$ cat config.mk
export PLATFORM = sky130hd
export DESIGN_NAME = hazard_ctrl_flat
export DESIGN_NICKNAME = d
export VERILOG_FILES = /design/src/rtl/hazard_ctrl_if.sv /design/src/rtl/hazard_ctrl.sv /design/src/flat_wrapper.sv
export SDC_FILE = /design/constraint.sdc
export NUM_CORES = 1
export LEC_CHECK = 0
export ABC_CLOCK_PERIOD_IN_PS = 4750
export CORE_UTILIZATION = 44
export CTS_BUF_LIST = sky130_fd_sc_hd__clkbuf_8
export CTS_CLUSTER_DIAMETER = 150
export DETAILED_ROUTE_END_ITERATION = 7
export PLACE_DENSITY_LB_ADDON = 0.2
export SETUP_SLACK_MARGIN = 0.05
export SLEW_MARGIN = 20
export SYNTH_ARGS = -nofsm -noshare
export SYNTH_HDL_FRONTEND = slang
export SYNTH_SLANG_ARGS = --single-unit
$ cat constraint.sdc
create_clock -name clk -period 4.75 [get_ports clk]
set_clock_uncertainty 0.05 [all_clocks]
set_input_delay 0.7125 -clock clk [delete_from_list [all_inputs] [get_ports clk]]
set_output_delay 0.7125 -clock clk [all_outputs]
set_load 0.01 [all_outputs]
$ cat src/rtl/hazard_ctrl_if.sv
// Pipeline <-> hazard controller signal bundle.
// master: the pipeline/core side (drives hazard info, consumes controls).
// slave : the hazard controller (consumes hazard info, drives controls).
interface hazard_ctrl_if #(
  parameter int unsigned CNT_W = 16
);
  // Hazard / debug information from the core
  logic [4:0]       ID_RS;
  logic [4:0]       ID_RT;
  logic             ID_use_rt;
  logic             DX_MemRead;
  logic [4:0]       DX_RD;
  logic             XM_branch;
  logic [31:0]      XM_BT;
  logic             dbg_halt;
  logic             dbg_step;
  logic             cnt_clr;
  // Pipeline register controls and status back to the core
  logic             PC_write;
  logic             PC_sel;
  logic [31:0]      PC_target;
  logic             IF_ID_write;
  logic             IF_flush;
  logic             DX_bubble;
  logic             XM_flush;
  logic             halted;
  logic [CNT_W-1:0] stall_cnt;
  logic [CNT_W-1:0] flush_cnt;

  modport master (
    output ID_RS, ID_RT, ID_use_rt, DX_MemRead, DX_RD, XM_branch, XM_BT,
           dbg_halt, dbg_step, cnt_clr,
    input  PC_write, PC_sel, PC_target, IF_ID_write, IF_flush, DX_bubble,
           XM_flush, halted, stall_cnt, flush_cnt
  );

  modport slave (
    input  ID_RS, ID_RT, ID_use_rt, DX_MemRead, DX_RD, XM_branch, XM_BT,
           dbg_halt, dbg_step, cnt_clr,
    output PC_write, PC_sel, PC_target, IF_ID_write, IF_flush, DX_bubble,
           XM_flush, halted, stall_cnt, flush_cnt
  );
endinterface

$ cat src/rtl/hazard_ctrl.sv
// Pipeline sequencing controller for the 5-stage core: load-use stall,
// taken-branch redirect/squash, and debug drain/halt/single-step.
// Ports:
//   clk  - clock
//   rst  - synchronous reset, active-high
//   bus  - hazard_ctrl_if.slave (hazard inputs in, pipeline controls out)
// State, drain count, halted and the two event counters are registered;
// the pipeline controls are decoded combinationally from state + inputs.
module hazard_ctrl #(
  parameter int unsigned DRAIN_CYC = 4,
  parameter int unsigned CNT_W     = 16
) (
  input  logic       clk,
  input  logic       rst,
  hazard_ctrl_if.slave bus
);

  localparam int unsigned DW = (DRAIN_CYC > 1) ? $clog2(DRAIN_CYC) : 1;
  localparam logic [DW-1:0] DRAIN_LOAD = DW'(DRAIN_CYC - 1);

  typedef enum logic [1:0] {
    S_RUN    = 2'd0,
    S_DRAIN  = 2'd1,
    S_HALTED = 2'd2,
    S_STEP   = 2'd3
  } state_t;

  state_t           r_state;
  logic [DW-1:0]    r_drain;
  logic             r_halted;
  logic [CNT_W-1:0] r_stall_cnt;
  logic [CNT_W-1:0] r_flush_cnt;

  logic   w_load_use;
  logic   w_branch;
  state_t w_dec_state;

  // Load in EX writing a register the ID instruction reads ($0 never hazards)
  assign w_load_use = bus.DX_MemRead && (bus.DX_RD != 5'd0) &&
                      ((bus.DX_RD == bus.ID_RS) ||
                       (bus.ID_use_rt && (bus.DX_RD == bus.ID_RT)));
  assign w_branch   = bus.XM_branch;

  // While reset is held the controls decode as RUN
  assign w_dec_state = rst ? S_RUN : r_state;

  // Control decode: branch beats load-use beats the state action
  always_comb begin
    bus.PC_write    = 1'b1;
    bus.IF_ID_write = 1'b1;
    bus.PC_sel      = 1'b0;
    bus.IF_flush    = 1'b0;
    bus.DX_bubble   = 1'b0;
    bus.XM_flush    = 1'b0;
    if (w_branch) begin
      bus.PC_sel    = 1'b1;
      bus.IF_flush  = 1'b1;
      bus.DX_bubble = 1'b1;
      bus.XM_flush  = 1'b1;
    end else if (w_load_use) begin
      bus.PC_write    = 1'b0;
      bus.IF_ID_write = 1'b0;
      bus.DX_bubble   = 1'b1;
    end else if (w_dec_state == S_DRAIN || w_dec_state == S_HALTED) begin
      // PC holds the resume address while bubbles flow down the pipe
      bus.PC_write = 1'b0;
      bus.IF_flush = 1'b1;
    end
  end

  assign bus.PC_target = bus.XM_BT;
  assign bus.halted    = r_halted;
  assign bus.stall_cnt = r_stall_cnt;
  assign bus.flush_cnt = r_flush_cnt;

  // Sequencer state and event counters
  always_ff @(posedge clk) begin
    if (rst) begin
      r_state     <= S_RUN;
      r_drain     <= '0;
      r_halted    <= 1'b0;
      r_stall_cnt <= '0;
      r_flush_cnt <= '0;
    end else begin
      if (bus.cnt_clr) begin
        r_stall_cnt <= '0;
        r_flush_cnt <= '0;
      end else if (w_branch) begin
        if (!(&r_flush_cnt)) r_flush_cnt <= r_flush_cnt + CNT_W'(1);
      end else if (w_load_use) begin
        if (!(&r_stall_cnt)) r_stall_cnt <= r_stall_cnt + CNT_W'(1);
      end

      case (r_state)
        S_RUN: begin
          r_halted <= 1'b0;
          if (bus.dbg_halt) begin
            r_state <= S_DRAIN;
            r_drain <= DRAIN_LOAD;
          end
        end
        S_DRAIN: begin
          r_halted <= 1'b0;
          // A redirect refills the pipe, so the drain restarts; a stall
          // cycle injects no extra bubble, so it does not count.
          if (w_branch) begin
            r_drain <= DRAIN_LOAD;
          end else if (!w_load_use) begin
            if (r_drain == '0) begin
              r_state  <= S_HALTED;
              r_halted <= 1'b1;
            end else begin
              r_drain <= r_drain - DW'(1);
            end
          end
        end
        S_HALTED: begin
          if (!bus.dbg_halt) begin
            r_state  <= S_RUN;
            r_halted <= 1'b0;
          end else if (bus.dbg_step) begin
            r_state  <= S_STEP;
            r_halted <= 1'b0;
          end
        end
        S_STEP: begin
          r_halted <= 1'b0;
          r_state  <= S_DRAIN;
          r_drain  <= DRAIN_LOAD;
        end
        default: begin
          r_state  <= S_RUN;
          r_halted <= 1'b0;
        end
      endcase
    end
  end

endmodule

$ cat src/flat_wrapper.sv
// flat-port wrapper written by rule: the top's interface ports become plain ports
module hazard_ctrl_flat 
#(
  parameter int unsigned DRAIN_CYC = 4,
  parameter int unsigned CNT_W     = 16
)
  (clk, rst, bus_ID_RS, bus_ID_RT, bus_ID_use_rt, bus_DX_MemRead, bus_DX_RD, bus_XM_branch, bus_XM_BT, bus_dbg_halt, bus_dbg_step, bus_cnt_clr, bus_PC_write, bus_PC_sel, bus_PC_target, bus_IF_ID_write, bus_IF_flush, bus_DX_bubble, bus_XM_flush, bus_halted, bus_stall_cnt, bus_flush_cnt);
  hazard_ctrl_if #(.CNT_W(CNT_W)) bus_i ();
  input  logic clk;
  input  logic rst;
  input wire logic [$bits(bus_i.ID_RS)-1:0] bus_ID_RS;
  input wire logic [$bits(bus_i.ID_RT)-1:0] bus_ID_RT;
  input wire logic [$bits(bus_i.ID_use_rt)-1:0] bus_ID_use_rt;
  input wire logic [$bits(bus_i.DX_MemRead)-1:0] bus_DX_MemRead;
  input wire logic [$bits(bus_i.DX_RD)-1:0] bus_DX_RD;
  input wire logic [$bits(bus_i.XM_branch)-1:0] bus_XM_branch;
  input wire logic [$bits(bus_i.XM_BT)-1:0] bus_XM_BT;
  input wire logic [$bits(bus_i.dbg_halt)-1:0] bus_dbg_halt;
  input wire logic [$bits(bus_i.dbg_step)-1:0] bus_dbg_step;
  input wire logic [$bits(bus_i.cnt_clr)-1:0] bus_cnt_clr;
  output wire logic [$bits(bus_i.PC_write)-1:0] bus_PC_write;
  output wire logic [$bits(bus_i.PC_sel)-1:0] bus_PC_sel;
  output wire logic [$bits(bus_i.PC_target)-1:0] bus_PC_target;
  output wire logic [$bits(bus_i.IF_ID_write)-1:0] bus_IF_ID_write;
  output wire logic [$bits(bus_i.IF_flush)-1:0] bus_IF_flush;
  output wire logic [$bits(bus_i.DX_bubble)-1:0] bus_DX_bubble;
  output wire logic [$bits(bus_i.XM_flush)-1:0] bus_XM_flush;
  output wire logic [$bits(bus_i.halted)-1:0] bus_halted;
  output wire logic [$bits(bus_i.stall_cnt)-1:0] bus_stall_cnt;
  output wire logic [$bits(bus_i.flush_cnt)-1:0] bus_flush_cnt;
  assign bus_i.ID_RS = bus_ID_RS;
  assign bus_i.ID_RT = bus_ID_RT;
  assign bus_i.ID_use_rt = bus_ID_use_rt;
  assign bus_i.DX_MemRead = bus_DX_MemRead;
  assign bus_i.DX_RD = bus_DX_RD;
  assign bus_i.XM_branch = bus_XM_branch;
  assign bus_i.XM_BT = bus_XM_BT;
  assign bus_i.dbg_halt = bus_dbg_halt;
  assign bus_i.dbg_step = bus_dbg_step;
  assign bus_i.cnt_clr = bus_cnt_clr;
  assign bus_PC_write = bus_i.PC_write;
  assign bus_PC_sel = bus_i.PC_sel;
  assign bus_PC_target = bus_i.PC_target;
  assign bus_IF_ID_write = bus_i.IF_ID_write;
  assign bus_IF_flush = bus_i.IF_flush;
  assign bus_DX_bubble = bus_i.DX_bubble;
  assign bus_XM_flush = bus_i.XM_flush;
  assign bus_halted = bus_i.halted;
  assign bus_stall_cnt = bus_i.stall_cnt;
  assign bus_flush_cnt = bus_i.flush_cnt;
  hazard_ctrl #(.DRAIN_CYC(DRAIN_CYC), .CNT_W(CNT_W)) u_core (.clk(clk), .rst(rst), .bus(bus_i));
endmodule
==> results.cfg <==
[drt]
drc = 0
met3_length_um = 341
wl_met1_mm = 2.345
wl_met2_mm = 2.215
avgRoutedWirePerCell_um = 13.30
dr_total_vias = 1996
drtPass1Iterations = 4
wl_mm = 5.041
vias_per_cell = 5.266
drtIter0Drc = 96
antenna_left = 0
highest_layer = met4

[sta]
max_slew_margin = 0.6074
max_freq_mhz = 267.9
report.final.slew_viol_count = 0
post-route-period-util = 0.7860
worst_slew_pin_slew_ps = 588.9
setup-violations-final = 0
rsz0062_at_grt = no
setup_tns_ps = 0
hold_violations = 0
fin_crit_ps = 3733

[worst_setup_path]
rr_startpoint = u_core.bus.stall_cnt[0]$_SDFFE_PP0P_
criticalPathCategory = primary input to output pin
worstPathRequired_ps = 3990
startpoint_type = primary input
r2r_setup_slack_ps = 2470
end_kind = output pin
worstSetupEndpoint = bus_IF_flush
r2r-end = u_core.bus.stall_cnt[5]$_SDFFE_PP0P_
r2r_cells = 7
setup.worst_path.start = bus_DX_RD[0]
path_max_fanout = 4
cp_data_arrival_time_ps = 2970

[clock_tree]
cts_max_path_buffers = 2
cts_max_level = 2
path_clk_slew_ps = 70
clockRootBuffer = clkbuf_8
cts_tree = done
cts_resized = 0
numCtsBuffers = 5
cts.sink_count = 37
worstSkewPairLatency_ps = 280
postCtsHoldBufs = 0
cts_setup_buffers = 0

[die]
rows = 26
io-pin-count = 126
fp.coreArea_um2 = 5107
initial_core_util = 0.4554
die_h_um = 74.71
die_x_um = 74.71
die_area_um2 = 5581

[placement]
dp.final_hpwl_mm = 3.778
place_congestion = 0.7463
port-buffer-count = 61

[finish]
layout-drive-gt1-share = 0.06149
final_cell_mix = 61 x clkdlybuf4s50_1, 37 x dfxtp_1, 30 x nor2_1, 22 x nand2_1
final_nets = 371
areaGrowthSynthToFinish_pct = 20.93
fill_cells = 535
layout_commonest_cell = clkdlybuf4s50_1
diodes = 0
final_util = 0.5507

[global_routing]
grt_pass1_vias = 1780
grt-ovfl-total = 0
grtUsageTotal = 0.1847
grt_max_degree = 32
grt_pass1_wl_mm = 7.969
antenna_found_initial = 0

[power]
p_leak_uw = 0.0009021
vdd_drop_max_uv = 195.6
power.density_cell_area_nw_per_um2 = 249.6

[hold_path]
hold_class = flop to flop
worstHoldStart = u_core.r_drain[0]$_SDFFE_PP0P_

[flow_run]
maxCapViolations = 0

[synthesis]
ys.warnings.count = 0
ys_seq_elements = 37
postSynthAreaPerCell_um2 = 8.248
synth.cell_area_um2 = 2326
synth_cells = 282
ys_types = 44
syn_nets = 345
yosysSeqAreaShare = 0.3185

[status]
outcome = completed
==> critical path, stage by stage <==
cell and delay (ps):
clkdlybuf4s50_1 470, or4_1 590, o21ai_2 250, nor2b_1 130, o31ai_1 230, clkdlybuf4s50_1 570
==> through the flow <==
step / std cells / area (um2) / setup slack, ps / hold slack (ps) / total power, uW
6_report: 379 / 2813 / 1017 / 443.9 / 702.1
3_5_place_dp: 371 / 2730 / 1008 / 430.3 / 502.4
3_3_place_gp: 371 / 2730 / 1060 / 437.9 / 500.2
4_1_cts: 379 / 2813 / 1005 / 440.5 / 709.5
5_1_grt: 379 / 2813 / 874.5 / 471.9 / 745.9
2_1_floorplan: 282 / 2326 / 2038 / 398.6 / 474.8
==> worst min-delay path by stage <==
stage,endpoint,slack (ps),cells past startpoint
finish,u_core.r_drain[0]$_SDFFE_PP0P_,440,1
global route,u_core.r_drain[0]$_SDFFE_PP0P_,470,1
CTS,u_core.r_drain[0]$_SDFFE_PP0P_,440,1
detailed placement,u_core.r_drain[0]$_SDFFE_PP0P_,430,1
global placement,u_core.bus.stall_cnt[12]$_SDFFE_PP0P_,440,2
floorplan,u_core.r_drain[0]$_SDFFE_PP0P_,400,1
==> cells in the mapped netlist <==
cell / count / area, um2
and3_1: 1 / 6.260
and4_1: 2 / 17.52
o41ai_2: 1 / 16.27
nor4b_1: 1 / 8.760
clkbuf_1: 6 / 22.52
nand3_1: 15 / 75.07
nor2b_1: 4 / 25.02
o21ai_0: 9 / 45.04
a21oi_1: 13 / 65.06
nand4b_1: 1 / 8.760
o211ai_1: 1 / 7.510
nand4_2: 1 / 12.51
a311oi_1: 4 / 35.03
nor3_1: 5 / 25.02
a31oi_1: 1 / 6.260
nand2b_1: 1 / 6.260
nand2_2: 1 / 6.260
or3_1: 8 / 50.05
dfxtp_1: 37 / 740.7
inv_2: 1 / 3.750
xor2_1: 13 / 113.9
xnor2_1: 15 / 131.4
nand3b_1: 3 / 22.52
a211oi_2: 1 / 12.51
or4_1: 6 / 45.04
nor2_2: 1 / 6.260
a311oi_4: 1 / 26.28
nor2_1: 30 / 112.6
nand2_1: 22 / 82.58
inv_1: 8 / 30.03
buf_2: 1 / 5.000
buf_4: 34 / 255.2
a211oi_1: 2 / 15.01
a41oi_1: 1 / 8.760
or2_2: 2 / 12.51
o31a_1: 1 / 8.760
o21ai_2: 2 / 17.52
and3b_1: 1 / 8.760
buf_6: 1 / 11.26
nand4_1: 9 / 56.30
o22ai_2: 1 / 12.51
mux2i_1: 1 / 10.01
o31ai_1: 5 / 37.54
ha_1: 8 / 100.1
==> power breakdown <==
group / leakage (uW) / internal [uW] / switching (uW)
sequential: 0.000299 / 322 / 11.8
combinational: 0.000554 / 79.1 / 82.4
clock: 0.0000491 / 99.5 / 107
==> state kept, by name, summed over array words and instances (netlist names) <==
signal / cells
u_core.bus.halted: 1
u_core.bus.stall_cnt: 16
u_core.r_state: 2
u_core.r_drain: 2
u_core.bus.flush_cnt: 16
==> cell type report <==
| cell class | count | area [um2] | share of cell area |
|---|---|---|---|
| inverters | 9 | 33.78 | 0.01201 |
| multi-input cells | 194 | 1257 | 0.4471 |
| flip-flops and latches | 37 | 740.7 | 0.2633 |
| repair buffers | 61 | 610.6 | 0.2171 |
| well taps | 70 | 87.58 | 0.03114 |
| clock buffers | 5 | 68.82 | 0.02447 |
| clock inverters | 3 | 13.76 | 0.004893 |
==> cells by family after synthesis <==
group | count (synthesis) | synth area share
simple gates | 114 | 0.2528
mux | 1 | 0.004304
compound gates | 43 | 0.1350
xor+xnor | 28 | 0.1054
flops | 37 | 0.3185
buf+inv | 51 | 0.1409
fa+ha+maj | 8 | 0.04304
==> metal layers <==
layer / track usage / vias up
li1: - / 1002
met3: 0.04685 / 21
met2: 0.3003 / 52
met5: 0 / -
met1: 0.2313 / 921
met4: 0.08176 / 0
Note: power is estimated with default switching activity, not from simulation.
